--- src/rtl/instr_issue_queue_pkg.sv ---
// Shared types and constants for the instruction issue queue and its power-mode governor.
package instr_issue_queue_pkg;

  localparam int   OPCODE_W = 3;
  localparam logic MODE_LP  = 1'b0;
  localparam logic MODE_HP  = 1'b1;

  typedef enum logic [1:0] {
    GOV_LP    = 2'd0,
    GOV_SW_UP = 2'd1,
    GOV_HP    = 2'd2,
    GOV_SW_DN = 2'd3
  } gov_state_e;

endpackage

--- src/rtl/instr_issue_queue_issue_fifo.sv ---
// Show-ahead FIFO storage for the issue queue: pointers, entry count and opcode array.
module issue_fifo
  import instr_issue_queue_pkg::*;
#(
  parameter int DEPTH = 8
) (
  input  logic                  clk,
  input  logic                  rst_n,
  input  logic                  push_i,
  input  logic [OPCODE_W-1:0]   wdata_i,
  input  logic                  pop_i,
  output logic [OPCODE_W-1:0]   head_o,
  output logic                  empty_o,
  output logic                  full_o,
  output logic [$clog2(DEPTH):0] count_o
);

  localparam int PTR_W = $clog2(DEPTH);
  localparam int CNT_W = PTR_W + 1;

  logic [OPCODE_W-1:0] mem_q [DEPTH];
  logic [PTR_W-1:0]    wr_ptr_q, rd_ptr_q;
  logic [CNT_W-1:0]    count_q, count_d;

  always_comb begin
    count_d = count_q;
    case ({push_i, pop_i})
      2'b10:   count_d = count_q + 1'b1;
      2'b01:   count_d = count_q - 1'b1;
      default: count_d = count_q;
    endcase
  end

  // DEPTH is a power of two, so pointers wrap by natural overflow.
  always_ff @(posedge clk or negedge rst_n) begin
    if (!rst_n) begin
      wr_ptr_q <= '0;
      rd_ptr_q <= '0;
      count_q  <= '0;
    end else begin
      if (push_i) wr_ptr_q <= wr_ptr_q + 1'b1;
      if (pop_i)  rd_ptr_q <= rd_ptr_q + 1'b1;
      count_q <= count_d;
    end
  end

  always_ff @(posedge clk) begin
    if (push_i) mem_q[wr_ptr_q] <= wdata_i;
  end

  assign empty_o = (count_q == '0);
  assign full_o  = (count_q == CNT_W'(DEPTH));
  assign count_o = count_q;
  assign head_o  = empty_o ? '0 : mem_q[rd_ptr_q];

endmodule

--- src/rtl/instr_issue_queue.sv ---
// Instruction issue queue with occupancy-driven LP/HP mode governor.
// Optional ISSUE_Q_STATS_EN adds a saturating 16-bit switch_count output.
module instr_issue_queue
  import instr_issue_queue_pkg::*;
#(
  parameter int DEPTH       = 8,
  parameter int HI_THRESH   = 6,
  parameter int LO_THRESH   = 1,
  parameter int HOLD_CYCLES = 4
) (
  input  logic                   clk,
  input  logic                   rst_n,
  input  logic                   in_valid,
  input  logic [OPCODE_W-1:0]    in_opcode,
  output logic                   in_ready,
  output logic                   out_valid,
  output logic [OPCODE_W-1:0]    out_opcode,
  input  logic                   out_ready,
  output logic                   mode,
  output logic                   mode_switching,
  output logic [$clog2(DEPTH):0] occupancy
`ifdef ISSUE_Q_STATS_EN
  ,
  output logic [15:0]            switch_count
`endif
);

  localparam int CNT_W  = $clog2(DEPTH) + 1;
  localparam int HOLD_W = $clog2(HOLD_CYCLES + 1);

  gov_state_e        state_q;
  logic [HOLD_W-1:0] hold_q;
  logic              mode_q, switching_q;
  logic              push, pop, empty, full;
  logic              hi_cond, lo_cond, hold_done, up_fire, dn_fire;

  assign push = in_valid && in_ready;
  assign pop  = out_valid && out_ready;

  issue_fifo #(.DEPTH(DEPTH)) u_fifo (
    .clk     (clk),
    .rst_n   (rst_n),
    .push_i  (push),
    .wdata_i (in_opcode),
    .pop_i   (pop),
    .head_o  (out_opcode),
    .empty_o (empty),
    .full_o  (full),
    .count_o (occupancy)
  );

  assign in_ready       = !full;
  assign out_valid      = !empty && !switching_q;
  assign mode           = mode_q;
  assign mode_switching = switching_q;

  assign hi_cond   = (occupancy >= CNT_W'(HI_THRESH));
  assign lo_cond   = (occupancy <= CNT_W'(LO_THRESH));
  assign hold_done = (hold_q == HOLD_W'(HOLD_CYCLES - 1));
  assign up_fire   = (state_q == GOV_LP) && hi_cond && hold_done;
  assign dn_fire   = (state_q == GOV_HP) && lo_cond && hold_done;

  // Mode only flips when leaving a bubble state, so it never changes under a valid issue.
  always_ff @(posedge clk or negedge rst_n) begin
    if (!rst_n) begin
      state_q     <= GOV_LP;
      hold_q      <= '0;
      mode_q      <= MODE_LP;
      switching_q <= 1'b0;
    end else begin
      case (state_q)
        GOV_LP: begin
          if (up_fire) begin
            state_q     <= GOV_SW_UP;
            hold_q      <= '0;
            switching_q <= 1'b1;
          end else if (hi_cond) begin
            hold_q <= hold_q + 1'b1;
          end else begin
            hold_q <= '0;
          end
        end
        GOV_SW_UP: begin
          state_q     <= GOV_HP;
          hold_q      <= '0;
          mode_q      <= MODE_HP;
          switching_q <= 1'b0;
        end
        GOV_HP: begin
          if (dn_fire) begin
            state_q     <= GOV_SW_DN;
            hold_q      <= '0;
            switching_q <= 1'b1;
          end else if (lo_cond) begin
            hold_q <= hold_q + 1'b1;
          end else begin
            hold_q <= '0;
          end
        end
        default: begin
          state_q     <= GOV_LP;
          hold_q      <= '0;
          mode_q      <= MODE_LP;
          switching_q <= 1'b0;
        end
      endcase
    end
  end

`ifdef ISSUE_Q_STATS_EN
  logic [15:0] switch_count_q;

  always_ff @(posedge clk or negedge rst_n) begin
    if (!rst_n)
      switch_count_q <= '0;
    else if ((up_fire || dn_fire) && (switch_count_q != 16'hFFFF))
      switch_count_q <= switch_count_q + 1'b1;
  end

  assign switch_count = switch_count_q;
`endif

endmodule

--- config.mk ---
export PLATFORM = sky130hd
export DESIGN_NAME = instr_issue_queue
export DESIGN_NICKNAME = d
export VERILOG_FILES = /design/src/rtl/instr_issue_queue_pkg.sv /design/src/rtl/instr_issue_queue_issue_fifo.sv /design/src/rtl/instr_issue_queue.sv
export SDC_FILE = /design/constraint.sdc
export NUM_CORES = 1
export LEC_CHECK = 0
export BUFFER_PORTS_ARGS = -buffer_cell sky130_fd_sc_hd__buf_2
export CAP_MARGIN = 20
export CORE_ASPECT_RATIO = 0.8
export CORE_MARGIN = 8
export CORE_UTILIZATION = 44
export CTS_CLUSTER_SIZE = 14
export DETAILED_ROUTE_END_ITERATION = 16
export HOLD_SLACK_MARGIN = 0.08
export PLACE_DENSITY = 0.72
export SYNTH_ARGS = -nofsm -noshare
export SYNTH_HDL_FRONTEND = slang
export SYNTH_SLANG_ARGS = --single-unit
--- constraint.sdc ---
create_clock -name clk -period 1.95 [get_ports clk]
set_input_delay 0.195 -clock clk [delete_from_list [all_inputs] [get_ports clk]]
set_output_delay 0.195 -clock clk [all_outputs]
set_load 0.05 [all_outputs]
==> qor.yml, run 1 <==
outcome:
  status: "complete, no violations"
floorplan:
  dieArea_mm2: 0.00670
  die_h_um: 74.8
  core-area_mm2: 0.00418
  start_util_pct: 45.6
  ios: 18
  floorplan.rows: 21
  fp.dieW_um: 89.5
sta:
  timing.hold.ws_ps: 190
  setup_ws_ps: 32.1
  report.final.setup_viol: 0
  max_slew.worst_pin.slew_ps: 395
  relSlewSlack_pct: 73.5
  slew_viol_final: 0
  hold_violations: 0
  finalCritPeriodShare_pct: 98.4
  finalClockSkew_ps: 7.18
  rsz0062_at_grt: "true"
  timing.final.crit_period_ps: 1920
  fmax_mhz: 521
place:
  place_area_mm2: 0.00212
  port_buffers: 17
  hpwlAfterDp_um: 2580
  preCtsSetupSlack_ps: 52.9
  gp_congestion: 0.753
drt:
  drt-initial-drc-count: 90
  num_vias: 1142
  avgViaCountPerCell: 5.05
  postRouteAntennaNets: 0
  drc_errors: 0
  first_pass_iters: 4
  drt_wl_total_um: 3530
  wl_per_cell_um: 15.6
cts:
  path_clk_slew_ps: 80
  clk_latency_ps: 290
  root_buffer: "clkbuf_8"
  htreeDepth: 2
  cts_buffers: 5
  cts.sinks: 41
  tritoncts: "done"
  cts_buffer_depth: 2
pwr:
  p_per_area_mw_per_mm2: 1820
  swShare_pct: 41.5
  peakVddDrop_v: 0.000718
  pwr-share-seq_pct: 32.7
  leakagePower_uw: 0.000949
  pwr-share-comb_pct: 51.7
  clkPwrFrac_pct: 15.6
  p_int_uw: 2520
  p_sw_uw: 1790
cells_and_area:
  final_cell_mix: "edfxtp_1, buf_2, dfrtp_1"
  n_fill_cell: 321
  antenna_cells: 0
  drive_above_1_share_pct: 39.1
  area_growth_pct: 24.7
  final_common_cell: "edfxtp_1"
  finalInstanceArea_mm2: 0.00237
  nets: 189
min_path:
  hold_depth: 1
  worstHoldStart: "in_opcode[2]"
  min_path_type: "input pin to register"
  min_to: "u_fifo.mem_q[1][2]"
logic_synthesis:
  avgSynthCellArea_um2: 14.2
  synth_compound_area_share_pct: 4.34
  yosys.area_share.adder_pct: 9.20
  synthSimpleGateAreaFrac_pct: 10.4
  synth_nets: 155
  synth_top_family_by_area: "simple AND/OR/NAND/NOR gates"
  netlist_top_cells_area: "edfxtp_1, dfrtp_1, ha_1"
  syn_inst: 134
  yosysTopAreaCell: "edfxtp_1"
  synth_cell_types: 33
  yosysSeqAreaShare_pct: 60.2
  ys_warn_count: 0
  synth-seq-cells: 41
  synth_xor_area_share_pct: 3.22
  syn_area_mm2: 0.00190
  synth_largest_type_area_fraction_pct: 37.9
  synthMuxAreaShare_pct: 10.2
global_routing:
  grt-ovfl-total: 0
  grt_pass1_vias: 1167
  grtUsageTotal_pct: 11.2
  grt_first_pass_wirelength_um: 5600
  antenna_found_initial: 0
  grt_max_degree: 18
critical_path:
  critPathTopFamily: "multiplexers"
  cp.depth: 4
  crit_path_start_kind: "register"
  path_class: "register to output port"
  critPathBufInv: 2
  regToRegStartpoint: "u_fifo.count_o[1]"
  r2r_cells: 7
  worstPathRequired_ps: 1750
  worstPathMaxFanout: 4
  crit_slowest_cell: "mux4_2"
  reg2reg_slack_ps: 60
  cpPeakStageDelay_ps: 500
  crit_chain: "buf_4 > mux4_2 > a22o_1 > buf_6"
  r2r-end: "state_q[1]"
  worstSetupEndpointType: "output port"
  cp.arrival_ps: 1720
job:
  maxCapViolCount: 0
synthesized netlist by cell type:
| cell type | count |
|---|---|
| nand4b_1 | 1 |
| mux4_2 | 6 |
| nand2_1 | 6 |
| a21oi_1 | 1 |
| xor2_1 | 2 |
| nor2_1 | 14 |
| nor3_1 | 5 |
| ha_1 | 14 |
| buf_2 | 1 |
| nand3b_1 | 1 |
| nand2b_1 | 3 |
| or2_1 | 1 |
| a22o_1 | 4 |
| inv_1 | 7 |
| mux2_4 | 1 |
| mux2i_1 | 1 |
| and3b_1 | 1 |
| clkbuf_1 | 1 |
| xnor2_1 | 5 |
| dfrtp_1 | 17 |
| a211oi_1 | 1 |
| a211o_1 | 1 |
| mux2_2 | 3 |
| o21ai_0 | 1 |
| buf_6 | 1 |
| a22oi_1 | 1 |
| o21ai_1 | 1 |
| nor2b_1 | 1 |
| edfxtp_1 | 24 |
| or3_1 | 1 |
| nand3_1 | 4 |
| o22a_1 | 1 |
| nor3b_1 | 2 |
state kept, by name, indices dropped and copies added (netlist names):
| register | flops |
|---|---|
| hold_q | 3 |
| mode | 1 |
| mode_switching | 1 |
| state_q | 2 |
| u_fifo.count_o | 4 |
| u_fifo.mem_q | 24 |
| u_fifo.rd_ptr_q | 3 |
| u_fifo.wr_ptr_q | 3 |
area by class of cell:
type	instances	area, µm²	area share, %
Sequential cell	41	1150	48.5
Timing Repair Buffer	30	215	9.07
Clock buffer	5	68.8	2.90
Tap cell	57	71.3	3.01
Multi-Input combinational cell	83	798	33.6
Inverter	7	26.3	1.11
Clock inverter	3	41.3	1.74
metal layers:
| metal | up-vias | wire length (µm) | track usage, % | part of all wire [%] |
|---|---|---|---|---|
| met1 | 568 | 1600 | 14.3 | 45 |
| met5 | - | 0 | 0 | 0 |
| met4 | 0 | 55 | 6.07 | 1.6 |
| met3 | 4 | 95 | 2.29 | 2.7 |
| met2 | 13 | 1780 | 17.6 | 51 |
| li1 | 557 | - | - | - |
how the worst max path moves through the flow:
| stage | slack [ps] | to | startpoint |
|---|---|---|---|
| final | 30 | out_opcode[1] | u_fifo.rd_ptr_q[0] |
| after global placement | 110 | u_fifo.count_o[3] | u_fifo.count_o[1] |
| after floorplan | -280 | u_fifo.count_o[2] | u_fifo.count_o[1] |
| after detailed placement | 50 | u_fifo.count_o[3] | u_fifo.count_o[1] |
| after CTS | 1 | out_opcode[1] | u_fifo.rd_ptr_q[0] |
| after global routing | -30 | u_fifo.count_o[3] | u_fifo.count_o[0] |
repair_timing:
action | CTS | global route
gates resized for setup | 8 | 10
setup buffers | 2 | 5
hold buffers | 1 | 0
pin swaps | 1 | 7
endpoints found under the hold margin | 17 | 0
setup endpoints to repair | 3 | 6
through the flow:
step / cells / total power [µW] / setup TNS (ps) / utilization [%]
6_report: 226 / 4310 / 0 / 56.8
5_1_grt: 226 / 4540 / -119 / 56.8
4_1_cts: 221 / 4150 / 0 / 54.6
3_5_place_dp: 210 / 3350 / 0 / 50.7
3_3_place_gp: 210 / 3270 / 0 / 50.7
2_1_floorplan: 134 / 2900 / -5380 / -
cell families after synthesis:
kind of cell               after synthesis
and+or+nand+nor                         40
muxes                                   11
AOI/OAI and AO/OA                       11
adders and majority gates               14
buffers and inverters                   10
xor gates and xnor gates                 7
DFF                                     41
power groups by stage:
stage,Sequential [µW],Clock [µW],Combinational (µW)
2_1_floorplan,1560,0,1330
3_3_place_gp,1400,0,1870
3_5_place_dp,1410,0,1940
4_1_cts,1400,678,2070
5_1_grt,1440,710,2390
6_report,1410,674,2230
Note: power is estimated with default switching activity, not from simulation.
==> inputs of run 2 (changes only) <==
Settings changed: ABC_AREA set to 1, PLACE_DENSITY 0.72 to 0.71.
==> run 2 against run 1 <==
  * Register-to-register slack gained 100 ps
  * Hold slack better by 13 ps
  * Cell area decreased by 0.42%
  * Die area grew 6.6%
  * Non-clock buffer count shrank 8
  * Clock skew is 4.7 ps higher
  * Area after synthesis rose by 8.2%
  * Critical path type unchanged
  * Critical endpoint unchanged
==> qor.yml, run 2 <==
cts:
  cts_buffer_depth: 2
  path_clk_slew_ps: 80
  tritoncts: "done"
  cts_buffers: 5
  root_buffer: "clkbuf_8"
  htreeDepth: 2
  cts.sinks: 41
  clk_latency_ps: 290
cells_and_area:
  antenna_cells: 0
  final_cell_mix: "nand2_1, nor2_1, inv_1"
  area_growth_pct: 14.7
  finalInstanceArea_mm2: 0.00236
  largest_reg_flops: 24
  utilization_pct: 52.0
  largest_register: "u_fifo.mem_q"
  nets: 264
  drive_above_1_share_pct: 19.3
  final_common_cell: "nand2_1"
floorplan:
  dieArea_mm2: 0.00714
  fp.dieW_um: 92.5
  floorplan.rows: 22
  die_h_um: 77.2
  start_util_pct: 45.3
  ios: 18
  core-area_mm2: 0.00454
critical_path:
  crit_slowest_cell: "dfrtp_1"
  crit_chain: "buf_6 > nor2_1 > nor2_1 > o21ai_0 > nand2_1 > nor2_1 > nor2_1 > buf_6"
  worstSetupEndpointType: "output port"
  r2r_cells: 10
  reg2reg_slack_ps: 160
  cpPeakStageDelay_ps: 410
  r2r-end: "u_fifo.count_o[2]"
  crit_path_start_kind: "register"
  cp.arrival_ps: 1620
  worstPathMaxFanout: 16
  path_class: "register to output port"
  worstPathRequired_ps: 1750
  regToRegStartpoint: "u_fifo.count_o[1]"
  crit_start: "u_fifo.rd_ptr_q[0]"
  path_common_cell: "nor2_1"
sta:
  setup_ws_ps: 135
  hold_violations: 0
  finalSetupTns_ps: 0
  finalCritPeriodShare_pct: 93.1
  timing.final.crit_period_ps: 1820
  slew_viol_final: 0
  relSlewSlack_pct: 74.1
  max_slew.worst_pin.slew_ps: 388
  finalClockSkew_ps: 11.9
  fmax_mhz: 551
  report.final.setup_viol: 0
  rsz0062_at_grt: "false"
place:
  preCtsSetupSlack_ps: 98.1
  place_area_mm2: 0.00225
  hpwlAfterDp_um: 2680
  gp_congestion: 0.864
  port_buffers: 17
min_path:
  hold_depth: 1
  min_path_type: "input pin to register"
  min_to: "u_fifo.mem_q[1][0]"
  worstHoldStart: "in_opcode[0]"
logic_synthesis:
  yosysTopAreaCell: "edfxtp_1"
  yosysSeqAreaShare_pct: 55.7
  avgSynthCellArea_um2: 9.45
  synth.most_common_cell: "nand2_1"
  ys_warn_count: 0
  synth-edff-count: 24
  synth_largest_type_area_fraction_pct: 35.0
  syn_area_mm2: 0.00206
  synth-async-reset-ratio_pct: 41.5
  synth-seq-cells: 41
  synth_top_cells_by_count: "nand2_1, nor2_1, inv_1"
  synth_nets: 239
  netlist_top_cells_area: "edfxtp_1, dfrtp_1, nand2_1"
  syn_inst: 218
  synth_cell_types: 25
  synth_flop_cell: "edfxtp_1"
global_routing:
  grt_pass1_vias: 1324
  grt_first_pass_wirelength_um: 6180
  grt-ovfl-total: 0
  grt_max_degree: 18
  antenna_found_initial: 0
  grtUsageTotal_pct: 11.0
drt:
  drc_errors: 0
  postRouteAntennaNets: 0
  drt_wl_total_um: 3610
  first_pass_iters: 4
  avgViaCountPerCell: 4.56
  wl_per_cell_um: 11.9
  drt-initial-drc-count: 115
  num_vias: 1387
pwr:
  p_per_area_mw_per_mm2: 1730
  clkPwrFrac_pct: 13.1
  leakagePower_uw: 0.00110
  p_sw_uw: 1930
  p_int_uw: 2150
  power_uw: 4080
  peakVddDrop_v: 0.000762
  pwr-share-seq_pct: 34.1
  swShare_pct: 47.3
  pwr-share-comb_pct: 52.8
outcome:
  status: "complete, no violations"
job:
  maxCapViolCount: 0
==> run 2: cell count changes in the layout (fill, tap and decap cells not counted), sizes merged, moves of 8 or more <==
cell   delta
buf      -10
inv      +21
nand2    +48
nand3     +8
nor2     +25
o21ai     +9
==> run 2: cell families after synthesis <==
family,share of synthesized area [%]
and+or+nand+nor,23.3
adders and majority gates,8.51
AOI/OAI and AO/OA,3.58
xor gates and xnor gates,2.55
DFF,55.7
buffers and inverters,6.44
==> run 2: worst max-delay path, delay by kind of cell, from the launching register on <==
| kind | cells | cell delay (ps) |
|---|---|---|
| compound gates | 1 | 100 |
| buf+inv | 2 | 380 |
| simple gates | 5 | 450 |
| flops | 1 | 410 |
==> run 2: how the worst max path moves through the flow <==
stage                                    to  cells past startpoint
final                         out_opcode[1]                      8
after global routing          out_opcode[1]                      8
after CTS                     out_opcode[1]                      8
after detailed placement  u_fifo.count_o[2]                     10
after global placement    u_fifo.count_o[2]                     10
after floorplan           u_fifo.count_o[2]                      9
==> run 2: power by group through the flow <==
| stage | Clock (µW) | Sequential (µW) | Combinational (µW) |
|---|---|---|---|
| 2_1_floorplan | 0 | 1550 | 1490 |
| 3_3_place_gp | 0 | 1400 | 2090 |
| 3_5_place_dp | 0 | 1410 | 2100 |
| 4_1_cts | 542 | 1390 | 2110 |
| 5_1_grt | 587 | 1430 | 2410 |
| 6_report | 535 | 1390 | 2150 |
==> run 2: repair_timing <==
item | CTS | global route
pin swaps | 0 | 0
hold buffers | 1 | 0
buffers inserted | 0 | 0
setup endpoints to repair | 1 | 4
hold endpoints to repair | 17 | 0
gates resized for setup | 1 | 9
==> run 2: final cells by class <==
type	instances	area, µm²
flip-flops and latches	41	1150
repair buffers	22	140
inverters	29	113
fillers	426	2180
clock buffers	6	72.6
well taps	60	75.1
clock inverters	2	11.3
multi-input cells	144	798
==> run 2: through the flow <==
stage / std cells / hold WS (ps)
3_3_place_gp: 295 / 140
4_1_cts: 304 / 193
2_1_floorplan: 218 / -101
3_5_place_dp: 295 / 144
6_report: 304 / 203
5_1_grt: 304 / 201
==> run 2: per-layer routing <==
metal | vias up | GRT usage [%] | wire length [µm]
met5 | - | 0 | 0
li1 | 741 | - | -
met2 | 18 | 17.3 | 1660
met4 | 0 | 4.82 | 66
met1 | 623 | 13.1 | 1750
met3 | 5 | 4.18 | 128
